File: config.mk
export PLATFORM = sky130hd
export DESIGN_NAME = pipe_ctrl
export DESIGN_NICKNAME = d
export VERILOG_FILES = /design/src/rtl/pipe_ctrl.sv
export SDC_FILE = /design/constraint.sdc
export NUM_CORES = 1
export LEC_CHECK = 0
export CAP_MARGIN = 30
export CORE_ASPECT_RATIO = 1.25
export CORE_MARGIN = 2
export CORE_UTILIZATION = 46
export DETAILED_ROUTE_END_ITERATION = 6
export HOLD_SLACK_MARGIN = 0.05
export PLACE_DENSITY = 0.85
export SLEW_MARGIN = 20
export SYNTH_ARGS = -nofsm -noshare
export SYNTH_HDL_FRONTEND = slang
export SYNTH_SLANG_ARGS = --single-unit
File: constraint.sdc
create_clock -name clock -period 2.27 [get_ports clock]
set_clock_uncertainty 0.2 [all_clocks]
set_input_delay 0.454 -clock clock [delete_from_list [all_inputs] [get_ports clock]]
set_output_delay 0.454 -clock clock [all_outputs]
set_load 0.01 [all_outputs]
File: src/rtl/pipe_ctrl.sv
// pipe_ctrl: pipeline control for a five-stage in-order core.
//
// Generates the per-stage register enables, bubble inserts and PC control
// from the hazard inputs, and sequences single-step and HALT draining.
//
// Ports
//   clock            rising-edge clock
//   reset            asynchronous active-low reset
//   step_mode        1 = single-step, 0 = free-run
//   step_pulse       one-cycle advance request used in single-step
//   id_rs, id_rt     source fields of the ID instruction
//   id_uses_rt       ID instruction reads rt
//   id_halt          ID instruction is HALT
//   ex_rt            destination field of the EX instruction
//   ex_memread       EX instruction is a load
//   ex_branch_taken  EX resolved a taken branch
//   pc_en, pc_load   PC enable / load branch target
//   if_id_en/_flush  IF/ID enable / bubble insert
//   id_ex_en/_flush  ID/EX enable / bubble insert
//   ex_mem_en        EX/MEM enable
//   mem_wb_en        MEM/WB enable
//   halted           pipeline frozen after HALT
//   state            RUN=0, STEP=1, DRAIN=2, HALTED=3
//   stall_cnt        saturating count of load-use bubbles
//   flush_cnt        saturating count of taken-branch flushes
module pipe_ctrl (
  input  logic        clock,
  input  logic        reset,
  input  logic        step_mode,
  input  logic        step_pulse,
  input  logic [4:0]  id_rs,
  input  logic [4:0]  id_rt,
  input  logic        id_uses_rt,
  input  logic        id_halt,
  input  logic [4:0]  ex_rt,
  input  logic        ex_memread,
  input  logic        ex_branch_taken,
  output logic        pc_en,
  output logic        pc_load,
  output logic        if_id_en,
  output logic        if_id_flush,
  output logic        id_ex_en,
  output logic        id_ex_flush,
  output logic        ex_mem_en,
  output logic        mem_wb_en,
  output logic        halted,
  output logic [1:0]  state,
  output logic [15:0] stall_cnt,
  output logic [15:0] flush_cnt
);

  localparam logic [1:0] ST_RUN    = 2'd0;
  localparam logic [1:0] ST_STEP   = 2'd1;
  localparam logic [1:0] ST_DRAIN  = 2'd2;
  localparam logic [1:0] ST_HALTED = 2'd3;

  logic [1:0]  state_q, state_d;
  logic [1:0]  drain_q, drain_d;
  logic [15:0] stall_q, stall_d;
  logic [15:0] flush_q, flush_d;

  logic advance;
  logic load_use;
  logic do_stall;
  logic do_flush;

  function automatic logic [15:0] sat_inc(input logic [15:0] v);
    return (v == 16'hFFFF) ? v : v + 16'd1;
  endfunction

  // ex_rt==0 is the hard-wired zero register, so it never creates a hazard.
  assign load_use = ex_memread && (ex_rt != 5'd0) &&
                    ((ex_rt == id_rs) || (id_uses_rt && (ex_rt == id_rt)));

  always_comb begin
    advance = 1'b0;
    unique case (state_q)
      ST_RUN:   advance = 1'b1;
      ST_STEP:  advance = step_pulse;
      // DRAIN obeys whichever mode is currently selected.
      ST_DRAIN: advance = step_mode ? step_pulse : 1'b1;
      default:  advance = 1'b0;
    endcase
  end

  // Hazards only apply while instructions are still entering the pipe.
  assign do_flush = advance && ((state_q == ST_RUN) || (state_q == ST_STEP)) &&
                    ex_branch_taken;
  assign do_stall = advance && ((state_q == ST_RUN) || (state_q == ST_STEP)) &&
                    load_use && !ex_branch_taken;

  always_comb begin
    pc_en       = 1'b0;
    pc_load     = 1'b0;
    if_id_en    = 1'b0;
    if_id_flush = 1'b0;
    id_ex_en    = 1'b0;
    id_ex_flush = 1'b0;
    ex_mem_en   = 1'b0;
    mem_wb_en   = 1'b0;
    if (advance) begin
      id_ex_en  = 1'b1;
      ex_mem_en = 1'b1;
      mem_wb_en = 1'b1;
      if (state_q == ST_DRAIN) begin
        // Freeze fetch and feed bubbles behind the HALT so older
        // instructions complete.
        if_id_en    = 1'b1;
        if_id_flush = 1'b1;
      end else if (ex_branch_taken) begin
        pc_en       = 1'b1;
        pc_load     = 1'b1;
        if_id_en    = 1'b1;
        if_id_flush = 1'b1;
        id_ex_flush = 1'b1;
      end else if (load_use) begin
        // Hold PC and IF/ID one cycle; a single bubble enters ID/EX.
        id_ex_flush = 1'b1;
      end else begin
        pc_en    = 1'b1;
        if_id_en = 1'b1;
      end
    end
  end

  always_comb begin
    state_d = state_q;
    drain_d = drain_q;
    stall_d = do_stall ? sat_inc(stall_q) : stall_q;
    flush_d = do_flush ? sat_inc(flush_q) : flush_q;
    unique case (state_q)
      ST_RUN, ST_STEP: begin
        if (advance && id_halt && !load_use && !ex_branch_taken) begin
          state_d = ST_DRAIN;
          drain_d = 2'd0;
        end else if ((state_q == ST_RUN) && step_mode) begin
          state_d = ST_STEP;
        end else if ((state_q == ST_STEP) && !step_mode) begin
          state_d = ST_RUN;
        end
      end
      ST_DRAIN: begin
        if (advance) begin
          if (drain_q == 2'd2) begin
            state_d = ST_HALTED;
            drain_d = 2'd0;
          end else begin
            drain_d = drain_q + 2'd1;
          end
        end
      end
      default: state_d = ST_HALTED;
    endcase
  end

  always_ff @(posedge clock or negedge reset) begin
    if (!reset) begin
      state_q <= ST_RUN;
      drain_q <= 2'd0;
      stall_q <= 16'd0;
      flush_q <= 16'd0;
    end else begin
      state_q <= state_d;
      drain_q <= drain_d;
      stall_q <= stall_d;
      flush_q <= flush_d;
    end
  end

  assign halted    = (state_q == ST_HALTED);
  assign state     = state_q;
  assign stall_cnt = stall_q;
  assign flush_cnt = flush_q;

endmodule

==> flow_summary_export.csv <==
group,metric,value,unit
drt,drcViolationCount,0,
sta,rsz0062_at_grt,"true",
drt,first_iter_violations,50,
sta,relSlewSlack,0.7125,
drt,dr.pass1.iters,4,
yosys,synth_compound_area_frac,0.07754,
final_layout,nFillCells,346,
drt,num_vias,1873,
global_routing,grt_overflow_total,0,
final_layout,nets,317,
worst_setup_path,critPathBufInv,2,
worst_setup_path,cp_slowest_stage_delay,530,ps
yosys,muxShareOfSynthArea,0.02233,
sta,fin_crit_sh,1.052,
sta,drv_slew,0,
min_path,worstHoldPathCells,1,
yosys,synth_cell_types,37,
cts,ctsRootBufferMaster,"clkbuf_8",
cts,cts_buffers,5,
global_routing,grt_max_degree,37,
status,status,"finished, violations left",
drt,ant_nets,0,
worst_setup_path,cp_slowest_cell,"or4_4",
global_routing,antenna_found_initial,0,
min_path,holdPathEnd,"stall_cnt[9]$_DFFE_PN0P_",
final_layout,layout-drive-gt1-share,0.1911,
worst_setup_path,cp.required,1620,ps
global_routing,track_usage,0.2022,
worst_setup_path,worstSetupStartpointType,"input pin",
power,power,1.301,mW
worst_setup_path,worstSetupPathType,"in2out",
floorplan,ios,66,
placed_design,place.gp.congestion,0.8432,
floorplan,die_area,0.004933,sq mm
placed_design,dp_hpwl,3641,um
floorplan,die_y,78.03,um
drt,vias_per_cell,5.367,
sta,fmax,418.9,MHz
yosys,synth_top_family_by_area,"simple AND/OR/NAND/NOR gates",
power,p_leak,1.276,nW
worst_setup_path,crit_family,"simple AND/OR/NAND/NOR gates",
final_layout,syn2layout_area_growth,46.53,%
sta,period_needed,2387,ps
global_routing,grt_pass1_wl,7893,um
yosys,synthAdderAreaFrac,0.01241,
power,power_density,440.2,mW/mm^2
cts,path_clk_slew,70,ps
sta,layout_setup_ws,-117.3,ps
worst_setup_path,rr_worst_depth,7,
floorplan,initial_utilization,0.4844,
yosys,synth_nets,227,
min_path,hp-class,"reg2reg",
yosys,syn_area_per_cell,9.985,sq um
cts,worstSkewPairLatency,290,ps
yosys,ys_warn_count,0,
yosys,synthXorXnorAreaFrac,0.1650,
floorplan,fp.dieW,63.23,um
sta,tightest_slew,426.7,ps
floorplan,rows,26,
min_path,hp-start,"stall_cnt[9]$_DFFE_PN0P_",
worst_setup_path,crit_path_max_fanout,4,
job,drv_cap,0,
yosys,synth_area,0.002017,sq mm
sta,hold_violations,0,
cts,tritoncts,"done",
sta,setup_viol,3,
final_layout,register_area,902.1,sq um
cts,cts.path.max_buffers,2,
worst_setup_path,cp.arrival,1730,ps
final_layout,multi_input_area,0.001061,sq mm
worst_setup_path,r2r_end,"flush_cnt[3]$_DFFE_PN0P_",
yosys,synth-seq-cells,36,
worst_setup_path,setup.worst_path.end_class,"primary output",
drt,routedWlPerCell,13.89,um
drt,totalWireLength,4848,um
yosys,yosysSeqAreaShare,0.4467,
worst_setup_path,timing.rr.start,"flush_cnt[0]$_DFFE_PN0P_",
worst_setup_path,rrSetupSlack,260,ps
placed_design,numPortBuffers,65,
cts,hold_buffers,0,
power,peakVddDrop,0.2809,mV
global_routing,grt_pass1_vias,1750,
worst_setup_path,crit_path_cell_trace,"buf_6 > or4_4 > o21a_4 > and2_4 > o21a_1 > buf_2",
final_layout,diodes,0,
yosys,yosys.area_share.simple,0.2401,
cts,cts.htree.levels,2,
cts,cts.sinks,36,
yosys,syn_inst,202,
sta,fin_hold_ws,296.7,ps
status,violations,"setup timing",
floorplan,core,0.004164,sq mm
==> state kept, by name, indices dropped and copies added (netlist names) <==
| signal | count |
|---|---|
| flush_cnt | 16 |
| drain_q | 2 |
| state | 2 |
| stall_cnt | 16 |
==> logic make-up after synthesis <==
family / Yosys count
compound gates: 18
xor+xnor: 38
buf+inv: 16
flops: 36
fa+ha+maj: 2
simple gates: 88
mux: 4
==> cell usage in the layout (no fill, tap or decap), types with 6 or more instances in the layout <==
cell type        count
and3_1              10
buf_4               24
clkbuf_8             6
clkdlybuf4s50_1     43
dfrtp_1             35
dlygate4sd2_1       11
inv_1                9
nand2_1             14
nand3_1             11
nand4_1             22
nor2_1              12
xnor2_1             33
==> worst max path at each step <==
stage | startpoint | endpoint | depth (start not counted)
3_5_place_dp | ex_rt[1] | pc_en | 6
2_1_floorplan | ex_rt[1] | pc_en | 4
3_3_place_gp | ex_rt[1] | pc_en | 6
4_1_cts | ex_rt[4] | id_ex_flush | 6
6_report | ex_rt[3] | id_ex_flush | 6
5_1_grt | ex_rt[3] | id_ex_flush | 6
==> final cells by class <==
type,count,area share
clock buffer,7,0.02921
clock inverter,1,0.002540
inverter,10,0.01270
multi-input combinational,150,0.3590
sequential,36,0.3053
tap,56,0.02371
timing repair buffer,89,0.2676
==> cell usage after synthesis <==
master,count,share of area
o21ai_0,2,0.0050
nor2b_1,2,0.0062
o21a_4,1,0.0074
o21a_1,1,0.0037
o31a_1,1,0.0043
nand3_1,11,0.027
and4_1,4,0.017
o211ai_1,1,0.0037
a21boi_1,1,0.0037
o31ai_1,1,0.0037
buf_2,4,0.0099
and3_1,10,0.031
a2111oi_4,1,0.014
o2111ai_1,1,0.0043
xnor2_1,33,0.14
a221oi_1,1,0.0043
mux2_2,3,0.017
or4_1,1,0.0037
dfrtp_1,36,0.45
nor3_1,5,0.012
nor2_1,13,0.024
mux2_1,1,0.0056
and2_4,1,0.0043
xor2_1,5,0.022
o21bai_1,1,0.0037
nand4_1,22,0.068
nor3_2,2,0.0099
o22ai_2,1,0.0062
a21oi_1,4,0.0099
nand2_1,14,0.026
ha_1,2,0.012
a21boi_0,1,0.0037
buf_4,2,0.0074
and2_1,1,0.0031
or3_1,1,0.0031
inv_1,10,0.019
nor4_1,1,0.0031
==> metal layers <==
| metal | track usage | vias up | part of all wire |
|---|---|---|---|
| li1 | - | 899 | - |
| met1 | 0.2575 | 881 | 0.45 |
| met2 | 0.3277 | 85 | 0.47 |
| met5 | 0 | - | 0 |
| met4 | 0.07391 | 0 | 0.013 |
| met3 | 0.05874 | 8 | 0.067 |
==> through the flow <==
step                      cells  utilization  setup WS, ps  cell area [sq um]  setup TNS (ps)
after floorplan             202            -         3.309               2017               0
after global routing        349       0.7097        -136.8               2955          -303.1
after CTS                   349       0.7076        -147.0               2947          -366.2
after global placement      337       0.6851        -868.1               2853           -7051
final                       349       0.7097        -117.3               2955          -249.4
after detailed placement    337       0.6851        -880.9               2853           -7886
==> repair_timing <==
action,CTS,global route
gates resized for setup,46,12
pin swaps,18,7
buffers inserted,5,1
endpoints found under the setup margin,13,11
hold endpoints to repair,0,0
cloned,0,0
==> where the power goes <==
group          switching [mW]  internal, mW
registers              0.0178         0.658
clock network           0.226         0.246
logic                  0.0735        0.0790
total                   0.318         0.983
(Power assumes the default switching activity.)
